--- src/rtl/ram_if_pkg.sv ---
// Shared RAM-interface definitions: default geometry, request-word layout and
// responder state encodings, common to the responder and the cache-side controller.
package ram_if_pkg;

    localparam int ADDR_SIZE       = 13;
    localparam int CACHE_STR_WIDTH = 64;
    localparam int WORDS_PER_LINE  = 4;
    localparam int WORD_W          = CACHE_STR_WIDTH / WORDS_PER_LINE;
    localparam int IDX_W           = 2;

    // Request word is {avalid, rnw, addr, wdata}; bit offsets counted from bit 0.
    localparam int REQ_WDATA_LSB  = 0;
    localparam int REQ_ADDR_LSB   = WORD_W;
    localparam int REQ_RNW_BIT    = WORD_W + ADDR_SIZE;
    localparam int REQ_AVALID_BIT = WORD_W + ADDR_SIZE + 1;
    localparam int REQ_W          = ADDR_SIZE + WORD_W + 2;

    typedef enum logic [1:0] {
        S_IDLE     = 2'd0,
        S_WR       = 2'd1,
        S_RD_ISSUE = 2'd2,
        S_RD_PUSH  = 2'd3
    } resp_state_t;

    function automatic logic [7:0] sat_inc8(input logic [7:0] v);
        return (v == 8'hFF) ? v : v + 8'd1;
    endfunction

endpackage

--- src/rtl/ram_fifo_responder.sv ---
// Drains line requests from a show-ahead request FIFO, moves 4-word lines to or
// from a 1-cycle-latency RAM, and pushes read words into the response FIFO.
//
// state      | meaning
// S_IDLE     | waiting for a header; data entries here are protocol errors
// S_WR       | consuming write words, one memory write per popped entry
// S_RD_ISSUE | issuing a memory read once the response FIFO has room
// S_RD_PUSH  | forwarding the returned word to the response FIFO
module ram_fifo_responder #(
    parameter int ADDR_SIZE       = ram_if_pkg::ADDR_SIZE,
    parameter int CACHE_STR_WIDTH = ram_if_pkg::CACHE_STR_WIDTH,
    parameter int WORD_W          = CACHE_STR_WIDTH / ram_if_pkg::WORDS_PER_LINE
) (
    input  logic                        clk,
    input  logic                        not_reset,
    input  logic                        req_empty,
    input  logic [ADDR_SIZE+WORD_W+1:0] req_rdata,
    output logic                        req_read,
    input  logic                        rsp_full,
    output logic                        rsp_write,
    output logic [WORD_W-1:0]           rsp_wdata,
    output logic [ADDR_SIZE+1:0]        mem_addr,
    output logic                        mem_we,
    output logic [WORD_W-1:0]           mem_wdata,
    output logic                        mem_re,
    input  logic [WORD_W-1:0]           mem_rdata,
    output logic                        busy,
    output logic [7:0]                  err_cnt
);
    import ram_if_pkg::*;

    localparam int AVALID_BIT = WORD_W + ADDR_SIZE + 1;
    localparam int RNW_BIT    = WORD_W + ADDR_SIZE;
    localparam logic [IDX_W-1:0] LAST_IDX = IDX_W'(WORDS_PER_LINE - 1);

    resp_state_t          state;
    logic [IDX_W-1:0]     idx;
    logic [ADDR_SIZE-1:0] line;

    logic                 req_avalid;
    logic                 req_rnw;
    logic [ADDR_SIZE-1:0] req_addr;
    logic [WORD_W-1:0]    req_wdata;

    assign req_avalid = req_rdata[AVALID_BIT];
    assign req_rnw    = req_rdata[RNW_BIT];
    assign req_addr   = req_rdata[RNW_BIT-1:WORD_W];
    assign req_wdata  = req_rdata[WORD_W-1:0];

    // Address and write data are forced to zero whenever no strobe is active.
    always_comb begin
        req_read  = 1'b0;
        mem_we    = 1'b0;
        mem_re    = 1'b0;
        mem_addr  = '0;
        mem_wdata = '0;
        case (state)
            S_IDLE: begin
                req_read = !req_empty;
            end
            S_WR: begin
                if (!req_empty && !req_avalid) begin
                    req_read  = 1'b1;
                    mem_we    = 1'b1;
                    mem_addr  = {line, idx};
                    mem_wdata = req_wdata;
                end
            end
            S_RD_ISSUE: begin
                if (!rsp_full) begin
                    mem_re   = 1'b1;
                    mem_addr = {line, idx};
                end
            end
            default: ;
        endcase
    end

    always_ff @(posedge clk or negedge not_reset) begin
        if (!not_reset) begin
            state     <= S_IDLE;
            idx       <= '0;
            line      <= '0;
            rsp_write <= 1'b0;
            rsp_wdata <= '0;
            busy      <= 1'b0;
            err_cnt   <= '0;
        end else begin
            rsp_write <= 1'b0;
            case (state)
                S_IDLE: begin
                    if (!req_empty) begin
                        if (req_avalid) begin
                            line  <= req_addr;
                            idx   <= '0;
                            state <= req_rnw ? S_RD_ISSUE : S_WR;
                            busy  <= 1'b1;
                        end else begin
                            err_cnt <= sat_inc8(err_cnt);
                        end
                    end
                end
                S_WR: begin
                    if (!req_empty) begin
                        // A header mid-line aborts; it stays in the FIFO for S_IDLE to decode.
                        if (req_avalid) begin
                            err_cnt <= sat_inc8(err_cnt);
                            state   <= S_IDLE;
                            busy    <= 1'b0;
                        end else begin
                            idx <= idx + 1'b1;
                            if (idx == LAST_IDX) begin
                                state <= S_IDLE;
                                busy  <= 1'b0;
                            end
                        end
                    end
                end
                S_RD_ISSUE: begin
                    if (!rsp_full) begin
                        state <= S_RD_PUSH;
                    end
                end
                S_RD_PUSH: begin
                    rsp_write <= 1'b1;
                    rsp_wdata <= mem_rdata;
                    idx       <= idx + 1'b1;
                    if (idx == LAST_IDX) begin
                        state <= S_IDLE;
                        busy  <= 1'b0;
                    end else begin
                        state <= S_RD_ISSUE;
                    end
                end
                default: begin
                    state <= S_IDLE;
                    busy  <= 1'b0;
                end
            endcase
        end
    end

endmodule

--- config.mk ---
export PLATFORM = sky130hd
export DESIGN_NAME = ram_fifo_responder
export DESIGN_NICKNAME = d
export VERILOG_FILES = /design/src/rtl/ram_if_pkg.sv /design/src/rtl/ram_fifo_responder.sv
export SDC_FILE = /design/constraint.sdc
export NUM_CORES = 1
export LEC_CHECK = 0
export ABC_CLOCK_PERIOD_IN_PS = 4900
export CAP_MARGIN = 0
export CORE_ASPECT_RATIO = 1.4
export CORE_MARGIN = 1.5
export CORE_UTILIZATION = 43
export CTS_CLUSTER_DIAMETER = 50
export DETAILED_ROUTE_END_ITERATION = 6
export PLACE_DENSITY = 0.93
export SYNTH_ARGS = -nofsm -noshare
export SYNTH_HDL_FRONTEND = slang
export SYNTH_SLANG_ARGS = --single-unit
--- constraint.sdc ---
create_clock -name clk -period 4.9 [get_ports clk]
set_input_delay 0.98 -clock clk [delete_from_list [all_inputs] [get_ports clk]]
set_output_delay 0.98 -clock clk [all_outputs]
set_load 0.05 [all_outputs]
==> impl_results.md, run 1 <==
- Status: completed
- Top post-synthesis cells by area: dfrtp_1, mux2_2, and2_1
- Initial Util: 45.4%
- Crit share post-route: 91.1%
- Dpl hpwl: 4.14 mm
- First-pass GRT wire length: 8.51 mm
- IO Count: 111
- Sum Neg Setup Slack: 0 ns
- Worst R2R Path Depth: 6
- YS warnings: 0
- Post-CTS Resized: 0
- CP required: 3.92 ns
- EDFF count, synth: 0
- Yosys top cell by area: dfrtp_1
- Num rows: 30
- Clock-pin slew on the worst setup and hold paths: 0.08 ns
- Post-route setup slack: 0.435 ns
- Via count: 1819
- Final GP Congestion: 0.807
- Final Critical Period: 4.47 ns
- Number of fill cells in the layout: 379
- Slew at the pin closest to its max-slew limit: 0.945 ns
- Hold WC Path Type: flip-flop to flip-flop
- Leakage power: 1.44 nW
- CTS buffer count: 5
- Min-Delay Endpoint: line[8]$_DFFE_PN0P_
- Post-CTS setup buffers: 0
- Syn Inst Count: 184
- RSZ-0062 raised after global routing: false
- Most frequent cells in the layout: clkdlybuf4s50_1, dfrtp_1, mux2_2
- GRT Util Overall: 19.5%
- Slew HR: 37.0%
- WHS Path Cells: 1
- Asr flop ratio synth: 100%
- Reg2reg setup slack: 2.85 ns
- Max H-tree Level: 2
- Pre-CTS WS: 0.429 ns
- RR Startpoint: state[1]$_DFFE_PN0P_
- Drt drc: 0
- Root buffer cell: clkbuf_8
- P&R area growth vs syn: 56.3%
- CP Capture Type: output port
- Peak supply drop: 0.437 mV
- Routed length per placed instance: 14.6 um
- GRT overflow: 0
- Worst R2R End: err_cnt[6]$_DFFE_PN0P_
- CTS tree: built
- Share of layout cells above drive strength 1: 17.2%
- Max-slew violations: 0
- Final setup vio count: 0
- Mapped Avg Cell Area: 12.1 um2
- CTS max path bufs: 2
- Syn nets: 244
- Distinct cells, synth: 37
- Crit start category: primary input
- Worst Path Max Fanout: 17
- Most common cell after layout, fill and taps aside: clkdlybuf4s50_1
- Fin util: 70.9%
- Fmax: 224 MHz
- Vias in the first global route: 1769
- Port bufs: 110
- Hold path start: line[8]$_DFFE_PN0P_
- Final Skew: 0.00565 ns
- Crit path DAT: 3.49 ns
- Synth top area share: 48.2%
- Die Area: 5640 um2
- PwrDens: 645 nW/um2
- ANT cells: 0
- Synthesized area: 2230 um2
- Clock insertion delay at the later pin of the skew report: 0.29 ns
- Final Net Count: 356
- WL final: 5.27 mm
- Crit Path Class: primary input to output port
- Sink Count: 43
- Iteration-0 DRC Markers: 21
- Fin. Hold Viols: 0
- Max Cap Viol: 0
- Main synth FF type: dfrtp_1
- Largest net degree at the start of global routing: 44
- Drt first pass iters: 4
- Core box area: 4920 um2
- Yosys reg bits: 43
- Die Wd: 63.9 um
- Die Ht: 88.3 um
- Initial antenna violation count: 0
- Via density: 5.04
- Sequential cell area fraction in the yosys report: 48.2%
- Final ANT Viol Nets: 0
- Cts hold-fix bufs: 0
## synth_stat cells (2+ instances only)
library cell,instances
nor2b_1,2
nand3_1,2
a21oi_1,6
nand2_1,5
nor2_1,5
xor2_1,3
buf_2,3
nand2b_1,4
mux2_2,32
inv_1,4
a211oi_2,3
o21ai_0,5
mux2_1,3
nand3b_1,2
mux2i_1,3
ha_1,9
and2_1,30
dfrtp_1,43
and4_1,2
## cells by family (layout without fill, tap and decap cells)
group,count (synthesis),after routing,share of synthesized area [%]
multiplexers,38,38,19.0
AO/OA/AOI/OAI,24,24,8.69
adder cells (fa/ha/maj),9,9,5.04
AND/OR/NAND/NOR,58,58,16.1
buffers and inverters,9,122,1.74
flip-flops,43,43,48.2
XOR/XNOR,3,3,1.18
## per-layer routing
metal	vias to the layer above	share of wire [%]	GRT usage [%]
met5	-	0	0
met4	0	1.7	7.71
met3	6	7.2	5.22
met2	70	55	36.3
met1	881	36	20.8
li1	862	-	-
## worst max path at each step
stage	slack (ns)	to	cells after the start	startpoint
after floorplan	1.31	mem_addr[10]	4	rsp_full
after global placement	0.56	mem_addr[14]	6	req_rdata[30]
after CTS	0.42	mem_addr[13]	6	req_rdata[30]
final	0.43	mem_addr[13]	6	req_rdata[30]
after detailed placement	0.43	mem_addr[13]	6	req_rdata[30]
after global routing	0.26	mem_addr[0]	6	req_rdata[30]
## worst max-delay path: stages
cell             delay, ns
clkdlybuf4s50_1       0.53
or2b_4                0.34
nor2_4                0.23
o21a_1                0.39
and2_1                0.20
clkdlybuf4s50_1       0.80
## area by class of cell
class	instances	area (um2)	share of cell area (%)
tap	64	80.1	2.30
sequential	43	1080	30.8
clock inverter	1	7.51	0.215
clock buffer	7	96.3	2.76
inverter	4	15.0	0.430
timing repair buffer	110	1100	31.4
multi-input combinational	132	1120	32.0
## power by group
group	internal (W)	total [W]	leakage (nW)	switching [W]
registers	0.000529	0.000643	0.518	0.000114
clock network	0.000128	0.000247	0.0505	0.000119
logic	0.000536	0.00136	0.874	0.000824
total	0.00119	0.00225	1.44	0.00106
## metrics by stage
| step | cell area (um2) | hold WS (ns) | total power, W | cells |
|---|---|---|---|---|
| final | 3490 | 0.500 | 0.00225 | 361 |
| after global routing | 3490 | 0.529 | 0.00238 | 361 |
| after CTS | 3490 | 0.504 | 0.00227 | 361 |
| after detailed placement | 3380 | 0.485 | 0.00202 | 353 |
| after global placement | 3380 | 0.480 | 0.00198 | 353 |
| after floorplan | 2230 | 0.470 | 0.00158 | 184 |
## state kept, by name (all words and copies together), names as in the netlist
| register | count |
|---|---|
| rsp_wdata | 16 |
| idx | 2 |
| busy | 1 |
| line | 13 |
| rsp_write | 1 |
| state | 2 |
| err_cnt | 8 |
Note: power is estimated with default switching activity, not from simulation.
==> run 2: changes to the inputs <==
- CAP_MARGIN: 0 -> unset
==> results of run 2 <==
The final DEF is identical to that of run 1; final timing and power are the same.
==> run 3: changes to the inputs <==
- CTS_CLUSTER_DIAMETER: 50 -> 30
==> results of run 3 <==
The final DEF is identical to that of run 1; final timing and power are the same.
